**src/rtl/vdp_isa_pkg.sv**
```systemverilog
// ISA definitions for the VDP control core: opcodes, instruction-word field
// positions and the fetch/decode sequencer state encoding.
package vdp_isa_pkg;

  localparam logic [3:0] OP_NOP  = 4'h0;
  localparam logic [3:0] OP_LDI  = 4'h1;
  localparam logic [3:0] OP_ADD  = 4'h2;
  localparam logic [3:0] OP_MOV  = 4'h3;
  localparam logic [3:0] OP_JMP  = 4'h4;
  localparam logic [3:0] OP_JZ   = 4'h5;
  localparam logic [3:0] OP_HALT = 4'hF;

  localparam int IR_OP_MSB  = 15;
  localparam int IR_OP_LSB  = 12;
  localparam int IR_RD_MSB  = 11;
  localparam int IR_RD_LSB  = 8;
  localparam int IR_RS_MSB  = 7;
  localparam int IR_RS_LSB  = 4;
  localparam int IR_RT_MSB  = 3;
  localparam int IR_RT_LSB  = 0;
  localparam int IR_IMM_MSB = 7;
  localparam int IR_IMM_LSB = 0;

  typedef enum logic [2:0] {
    IDLE   = 3'd0,
    FETCH  = 3'd1,
    DECODE = 3'd2,
    EXEC   = 3'd3,
    HALTED = 3'd4
  } fd_state_t;

endpackage

```
**src/rtl/regfile_16x16.sv**
```systemverilog
// 16 x 16-bit register file: two combinational read ports, one synchronous
// write port and a synchronous active-low clear of every entry.
module regfile_16x16 (
  input  logic        clk,
  input  logic        clr_n_i,
  input  logic [3:0]  raddr_a_i,
  output logic [15:0] rdata_a_o,
  input  logic [3:0]  raddr_b_i,
  output logic [15:0] rdata_b_o,
  input  logic        we_i,
  input  logic [3:0]  waddr_i,
  input  logic [15:0] wdata_i
);

  logic [15:0] mem_q [16];

  assign rdata_a_o = mem_q[raddr_a_i];
  assign rdata_b_o = mem_q[raddr_b_i];

  // Storage update: clear wins over write.
  always_ff @(posedge clk) begin
    if (!clr_n_i) begin
      for (int i = 0; i < 16; i++) begin
        mem_q[i] <= 16'h0000;
      end
    end else if (we_i) begin
      mem_q[waddr_i] <= wdata_i;
    end
  end

endmodule

```
**src/rtl/fetch_decode.sv**
```systemverilog
// Fetch/decode sequencer of the VDP control core. Define FD_JZ_EN to build the
// conditional jump (JZ); without it opcode 0x5 behaves as NOP.
module fetch_decode
  import vdp_isa_pkg::*;
#(
  parameter int          PC_W     = 8,
  parameter int unsigned RESET_PC = 0
) (
  input  logic            clk,
  input  logic            rst_n,
  output logic            imem_req,
  output logic [PC_W-1:0] imem_addr,
  input  logic            imem_valid,
  input  logic [15:0]     imem_data,
  output logic [15:0]     exe_a,
  output logic [15:0]     exe_b,
  output logic            exe_add,
  input  logic [15:0]     exe_result,
  output logic            halted
);

  fd_state_t       state_q, state_d;
  logic [PC_W-1:0] pc_q, pc_d, pc_inc_s, jmp_tgt_s;
  logic [15:0]     ir_q, ir_d;
  logic [15:0]     exe_a_q, exe_a_d, exe_b_q, exe_b_d;
  logic            exe_add_q, exe_add_d;
  logic            req_q, halted_q;
  logic [3:0]      op_s, rd_s, rs_s, rt_s, rf_raddr_a_s;
  logic [7:0]      imm_s;
  logic [15:0]     rf_a_s, rf_b_s;
  logic            rf_we_s;

  assign op_s      = ir_q[IR_OP_MSB:IR_OP_LSB];
  assign rd_s      = ir_q[IR_RD_MSB:IR_RD_LSB];
  assign rs_s      = ir_q[IR_RS_MSB:IR_RS_LSB];
  assign rt_s      = ir_q[IR_RT_MSB:IR_RT_LSB];
  assign imm_s     = ir_q[IR_IMM_MSB:IR_IMM_LSB];
  assign pc_inc_s  = pc_q + PC_W'(1'b1);
  assign jmp_tgt_s = PC_W'(imm_s);
  assign rf_we_s   = (state_q == EXEC);

`ifdef FD_JZ_EN
  logic rd_zero_s;
  // JZ tests R[rd], so port A is steered to rd only for that opcode.
  assign rf_raddr_a_s = (op_s == OP_JZ) ? rd_s : rs_s;
  assign rd_zero_s    = (rf_a_s == 16'h0000);
`else
  assign rf_raddr_a_s = rs_s;
`endif

  regfile_16x16 u_regfile (
    .clk       (clk),
    .clr_n_i   (rst_n),
    .raddr_a_i (rf_raddr_a_s),
    .rdata_a_o (rf_a_s),
    .raddr_b_i (rt_s),
    .rdata_b_o (rf_b_s),
    .we_i      (rf_we_s),
    .waddr_i   (rd_s),
    .wdata_i   (exe_result)
  );

  // Next-state, PC, IR and execute-operand selection.
  always_comb begin
    state_d   = state_q;
    pc_d      = pc_q;
    ir_d      = ir_q;
    exe_a_d   = exe_a_q;
    exe_b_d   = exe_b_q;
    exe_add_d = exe_add_q;
    case (state_q)
      IDLE: state_d = FETCH;
      FETCH: begin
        if (imem_valid) begin
          ir_d    = imem_data;
          state_d = DECODE;
        end else begin
          state_d = FETCH;
        end
      end
      DECODE: begin
        case (op_s)
          OP_LDI: begin
            exe_b_d   = {8'h00, imm_s};
            exe_add_d = 1'b0;
            state_d   = EXEC;
          end
          OP_ADD: begin
            exe_a_d   = rf_a_s;
            exe_b_d   = rf_b_s;
            exe_add_d = 1'b1;
            state_d   = EXEC;
          end
          OP_MOV: begin
            exe_b_d   = rf_a_s;
            exe_add_d = 1'b0;
            state_d   = EXEC;
          end
          OP_JMP: begin
            pc_d    = jmp_tgt_s;
            state_d = FETCH;
          end
`ifdef FD_JZ_EN
          OP_JZ: begin
            if (rd_zero_s) begin
              pc_d = jmp_tgt_s;
            end else begin
              pc_d = pc_inc_s;
            end
            state_d = FETCH;
          end
`endif
          OP_HALT: state_d = HALTED;
          default: begin
            pc_d    = pc_inc_s;
            state_d = FETCH;
          end
        endcase
      end
      EXEC: begin
        pc_d    = pc_inc_s;
        state_d = FETCH;
      end
      HALTED:  state_d = HALTED;
      default: state_d = IDLE;
    endcase
  end

  // Sequencer state and registered outputs; request/halt follow the next state.
  always_ff @(posedge clk) begin
    if (!rst_n) begin
      state_q   <= IDLE;
      pc_q      <= PC_W'(RESET_PC);
      ir_q      <= 16'h0000;
      exe_a_q   <= 16'h0000;
      exe_b_q   <= 16'h0000;
      exe_add_q <= 1'b0;
      req_q     <= 1'b0;
      halted_q  <= 1'b0;
    end else begin
      state_q   <= state_d;
      pc_q      <= pc_d;
      ir_q      <= ir_d;
      exe_a_q   <= exe_a_d;
      exe_b_q   <= exe_b_d;
      exe_add_q <= exe_add_d;
      req_q     <= (state_d == FETCH);
      halted_q  <= (state_d == HALTED);
    end
  end

  assign imem_req  = req_q;
  assign imem_addr = pc_q;
  assign exe_a     = exe_a_q;
  assign exe_b     = exe_b_q;
  assign exe_add   = exe_add_q;
  assign halted    = halted_q;

endmodule

```
**config.mk**
```make
export PLATFORM = sky130hd
export DESIGN_NAME = fetch_decode
export DESIGN_NICKNAME = d
export VERILOG_FILES = /design/src/rtl/vdp_isa_pkg.sv /design/src/rtl/regfile_16x16.sv /design/src/rtl/fetch_decode.sv
export SDC_FILE = /design/constraint.sdc
export NUM_CORES = 1
export LEC_CHECK = 0
export CAP_MARGIN = 0
export CORE_ASPECT_RATIO = 1.2
export CORE_MARGIN = 1
export CORE_UTILIZATION = 57
export DETAILED_ROUTE_END_ITERATION = 12
export GPL_ROUTABILITY_DRIVEN = 1
export PLACE_DENSITY = 0.76
export SYNTH_ARGS = -nofsm -noshare
export SYNTH_HDL_FRONTEND = slang
export SYNTH_SLANG_ARGS = --single-unit
```
**constraint.sdc**
```tcl
create_clock -name clk -period 3.05 [get_ports clk]
set_input_delay 0.61 -clock clk [delete_from_list [all_inputs] [get_ports clk]]
set_output_delay 0.61 -clock clk [all_outputs]
set_load 0.05 [all_outputs]
```
; ---- After elaboration in Yosys (flattened, before gate mapping)
; Memories as Yosys holds them, arrays and structs flattened. A register that Yosys moved wholly into a read port is not among the register bits.
; Cells that the tools add are included.
[classes]
n_shift = 0
n_lt_le_gt_ge = 0
reduce_logical = 14
mux = 18
n_bitwise = 0
div = 0
eq_ne = 12
mul = 0
addsub = 1
[op_table]
columns = operator, count
row1 = one-hot mux 16 bit (3 select lines), 1
row2 = one-hot mux 8 bit (2 select lines), 2
row3 = two-way mux 4 bit, 5
row4 = two-way mux 16 bit, 1
row5 = OR reduction 16 bit, 1
row6 = one-hot mux 3 bit (4 select lines), 1
row7 = AND reduction 2 bit, 5
row8 = "adder 8 x 1 -> 8 bit, second input constant", 1
row9 = "== test 4 x 2 -> 1 bit, second input constant", 2
row10 = "== test 3 x 1 -> 1 bit, second input constant", 2
row11 = "== test 3 x 2 -> 1 bit, second input constant", 2
row12 = "== test 3 bit, second input constant", 2
row13 = one-hot mux 3 bit (2 select lines), 1
row14 = two-way mux 1 bit, 5
row15 = "== test 4 x 1 -> 1 bit, second input constant", 1
row16 = "== test 4 x 3 -> 1 bit, second input constant", 1
row17 = "== test 4 bit, second input constant", 1
row18 = nonzero test 2 bit, 2
row19 = OR reduction 2 bit, 2
row20 = OR reduction 4 bit, 1
row21 = logical NOT 3 bit, 1
row22 = nonzero test 3 bit, 1
row23 = OR reduction 3 bit, 1
row24 = two-way mux 2 bit, 1
row25 = other kinds (2), 2
[word_totals]
latch_bits = 0
ram_bits = 256
mem_count = 1
out_inout_bits = 43
elab_cells = 54
register_bits = 62
rom_bits = 0
inputBits = 35
[memory_table]
columns = memory, depth, word_bits, rd, rd_ports_with_merged_regs, write_ports, line_no
row1 = u_regfile.mem_q, 16, 16, 2, 2, 16, regfile_16x16.sv:15  ; logic [15:0] mem_q [16];

; ---- Longest topological paths before layout
[depth]
depth_word = 6
mapped_depth = 9
depth_no_buf = 6

; ---- By module
; A second synthesis with hierarchy kept.
[hier_totals]
cells_unflattened = 1176
area_unflattened_um2 = 16276.9
[by_module_without_submodules]
columns = module, instances, seq_area_each_um2, cells_each, area_each_um2
row1 = regfile_16x16, 1, 7687.4, 859, 13538.0
row2 = fetch_decode, 1, 1241.2, 317, 2738.9

; ---- Worst setup path before layout
; No wires, ideal clock.
[synth_path]
path_kind = input port to flip-flop
startpoint = input rst_n
endpoint = memory u_regfile.mem_q[12][0], enable pin
setup_slack_ns = 0.263
t_required_ns = 2.639
path_stages = 5
arrival_time_ns = 2.376
setup_time_ns = 0.411
n_path_buf = 1
cell_sequence = buf_2 > nand4b_1 > nor2_1 > nand2_1 > o21ai_0
[synth_lines]
columns = element, line_no
row1 = start: declaration, fetch_decode.sv:10  ; input logic rst_n,
row2 = end: declaration, regfile_16x16.sv:15

==> results.ini <==
[setup_path]
start_kind = register
cp.required_ns = 3.50
cp_top_family = flip-flops
path_buf_inv = 1
worst_setup_path_end_kind = register
slowest_stage = dfxtp_1
arrival_ns = 2.90
rr_worst_depth = 6
slowest_delay_ns = 0.80
cp_max_fo = 12
path_class = reg2reg
worstPathCellList = buf_4, mux2i_1, mux4_2, o22ai_1, a211oi_1, a21oi_1
path_depth = 6

[yosys]
synth_nets = 1289
ys_seq_area_frac = 0.550
ys_dominant_reg_cell = edfxtp_1
synthCells = 1253
ys_warn_count = 0
yosysUniqueCellTypes = 63
syn-mean-instance-area_um2 = 13.2
post_synth_instance_area_mm2 = 0.0165
synth_seq_cells = 326
synthArstFlopShare = 0
synth-edff-count = 256

[final_layout]
area_growth_pct = 15.8
area.sequential_mm2 = 0.00910
final_nets = 1372
multi_input_area_mm2 = 0.00697
diodes = 0
nFillCells = 1985
drive_gt1_frac = 0.198
instances_no_fill = 1740

[floorplanning]
rows = 67
core-area_mm2 = 0.0283
initial_core_util = 0.585
die_h_um = 189
io_pins = 78
die_area_mm2 = 0.0297
chipWidth_um = 157

[sta]
hold_viol_final = 0
rsz0062_at_grt = false
finalSetupViolCount = 0
fin_crit_sh = 0.801
post-route-min-period_ns = 2.44
skew_ns = 0.0162
maxSlewViolCount = 0
tightest_slew_ns = 0.747
timing.hold.ws_ns = 0.465
fmax_mhz = 409
setup-tns-final_ns = 0
max-slew-margin-rel = 0.501

[place]
dp_hpwl_um = 30700
io_buffers = 77
dp_cells = 1679
gp_congestion = 0.906

[clock_network]
cts_hold_buf = 0
clk_pin_slew_ns = 0.06
cts_buffers = 34
cts_tree = yes
cts-htree-levels = 2
cts_setup_buffers = 0
cts_sinks = 326
clock_path_buffers = 3
clockRootBuffer = clkbuf_16
insertion_delay_ns = 0.52
post_cts_resized = 0

[pwr]
intPower_mw = 7.98
power_frac_comb = 0.081
power_frac_clock = 0.427
leakagePower_nw = 6.68
switchingPower_mw = 2.27
power_density_mw_per_mm2 = 536
p_sw_frac = 0.222
seqPwrFrac = 0.492
vdd_drop_max_v = 0.000366

[worst_hold_path]
hold_path_class = reg2reg
hold_depth = 2

[global_routing]
antenna_found_initial = 0
grtUsageTotal = 0.301
grt_max_degree = 73
gr-total-overflow = 0
grt_pass1_vias = 11100
grt_pass1_wl_um = 65500

[route]
dr.pass1.iters = 6
routed_wirelength_um = 43300
drc = 0
vias_per_cell = 6.43
ant_nets = 0
wire_per_inst_um = 24.9
num_vias = 11200
drt_iter0_markers = 1306

[run]
maxCapViolCount = 0

[outcome]
status = finished, final reports clean

-- metrics by stage --
stage | area (µm²) | total power, mW | util | setup slack [ns]
after floorplan | 16500 | 5.62 | - | 0.263
after global placement | 18000 | 5.92 | 0.636 | 0.722
after detailed placement | 18000 | 5.95 | 0.636 | 0.629
after CTS | 19100 | 10.3 | 0.678 | 0.652
after global routing | 19100 | 10.5 | 0.678 | 0.479
final | 19100 | 10.3 | 0.678 | 0.607
-- final cells by class --
class / instances / area share
multi-input cells: 812 / 0.364
repair buffers: 149 / 0.0715
inverters: 13 / 0.00255
well taps: 379 / 0.0248
clock buffers: 47 / 0.0512
clock inverters: 14 / 0.0108
flip-flops and latches: 326 / 0.475
-- final timing paths --
path,slack (ns),from,end
worst max-delay path,0.61,register,exe_b[2]$_SDFFE_PN0P_
worst min register to register,0.46,exe_a[3]$_SDFFE_PN0P_,exe_a[3]$_SDFFE_PN0P_
worst min-delay path,0.46,exe_a[3]$_SDFFE_PN0P_,exe_a[3]$_SDFFE_PN0P_
worst max register to register,0.61,register,exe_b[2]$_SDFFE_PN0P_
-- cell families after synthesis --
logic type,count (synthesis),share of synthesized area
buf+inv,115,0.0296
compound gates,196,0.0810
mux,157,0.183
flops,326,0.550
simple gates,458,0.156
fa+ha+maj,1,0.000757
-- flip-flops by register name, indices dropped and copies added, names as in the netlist, named ones only --
name             cells
state_q              3
u_regfile.mem_q    256
exe_add              1
imem_addr            8
halted               1
ir_q                16
exe_b               16
exe_a               16
imem_req             1
-- layer usage --
metal  routed length (µm)  track usage
met5                    0            0
met4                 1180        0.105
met3                 3910       0.0600
met2                21500        0.498
met1                16700        0.397
-- power groups by stage --
stage / clock network [mW] / registers [mW] / logic (mW)
3_5_place_dp: 0 / 5.13 / 0.816
2_1_floorplan: 0 / 5.08 / 0.536
6_report: 4.38 / 5.05 / 0.830
5_1_grt: 4.58 / 5.06 / 0.877
4_1_cts: 4.41 / 5.04 / 0.822
3_3_place_gp: 0 / 5.12 / 0.802
-- cells in the mapped netlist, drive strengths merged, types with 8 or more instances --
cell | n | area share
nor3 | 9 | 0.0027
o21ai | 41 | 0.012
clkbuf | 66 | 0.015
o211a | 8 | 0.0048
edfxtp | 256 | 0.46
a21oi | 32 | 0.010
nand2b | 12 | 0.0045
dfxtp | 70 | 0.085
o22ai | 17 | 0.0064
nor2b | 9 | 0.0034
nand2 | 95 | 0.022
mux2i | 30 | 0.018
mux2 | 12 | 0.0082
mux4 | 115 | 0.16
a22oi | 25 | 0.011
buf | 36 | 0.012
and2 | 260 | 0.098
a21boi | 28 | 0.013
nor2 | 33 | 0.0076
inv | 12 | 0.0027
-- worst register-to-register path, stage by stage (launching register included) --
cell,delay (ns)
dfxtp_1,0.80
buf_4,0.37
mux2i_1,0.14
mux4_2,0.46
o22ai_1,0.33
a211oi_1,0.13
a21oi_1,0.14
-- cells in the final DEF, fill, tap and decap left out, types with 8 or more instances in the layout --
cell,Yosys,routed
and2_1,260,260
edfxtp_1,256,256
mux4_2,115,115
nand2_1,95,95
clkdlybuf4s50_1,0,76
buf_4,2,67
dfxtp_1,70,66
clkbuf_16,0,37
a21oi_1,31,31
nor2_1,32,31
mux2i_1,30,30
o21ai_0,41,29
a21boi_0,28,28
a22oi_1,25,25
o22ai_1,17,17
nand2b_1,12,12
o21ai_1,0,12
inv_1,12,12
mux2_2,12,12
nor2b_1,9,9
o211a_1,8,8
nor3_1,9,8
Note: power is estimated with default switching activity, not from simulation.
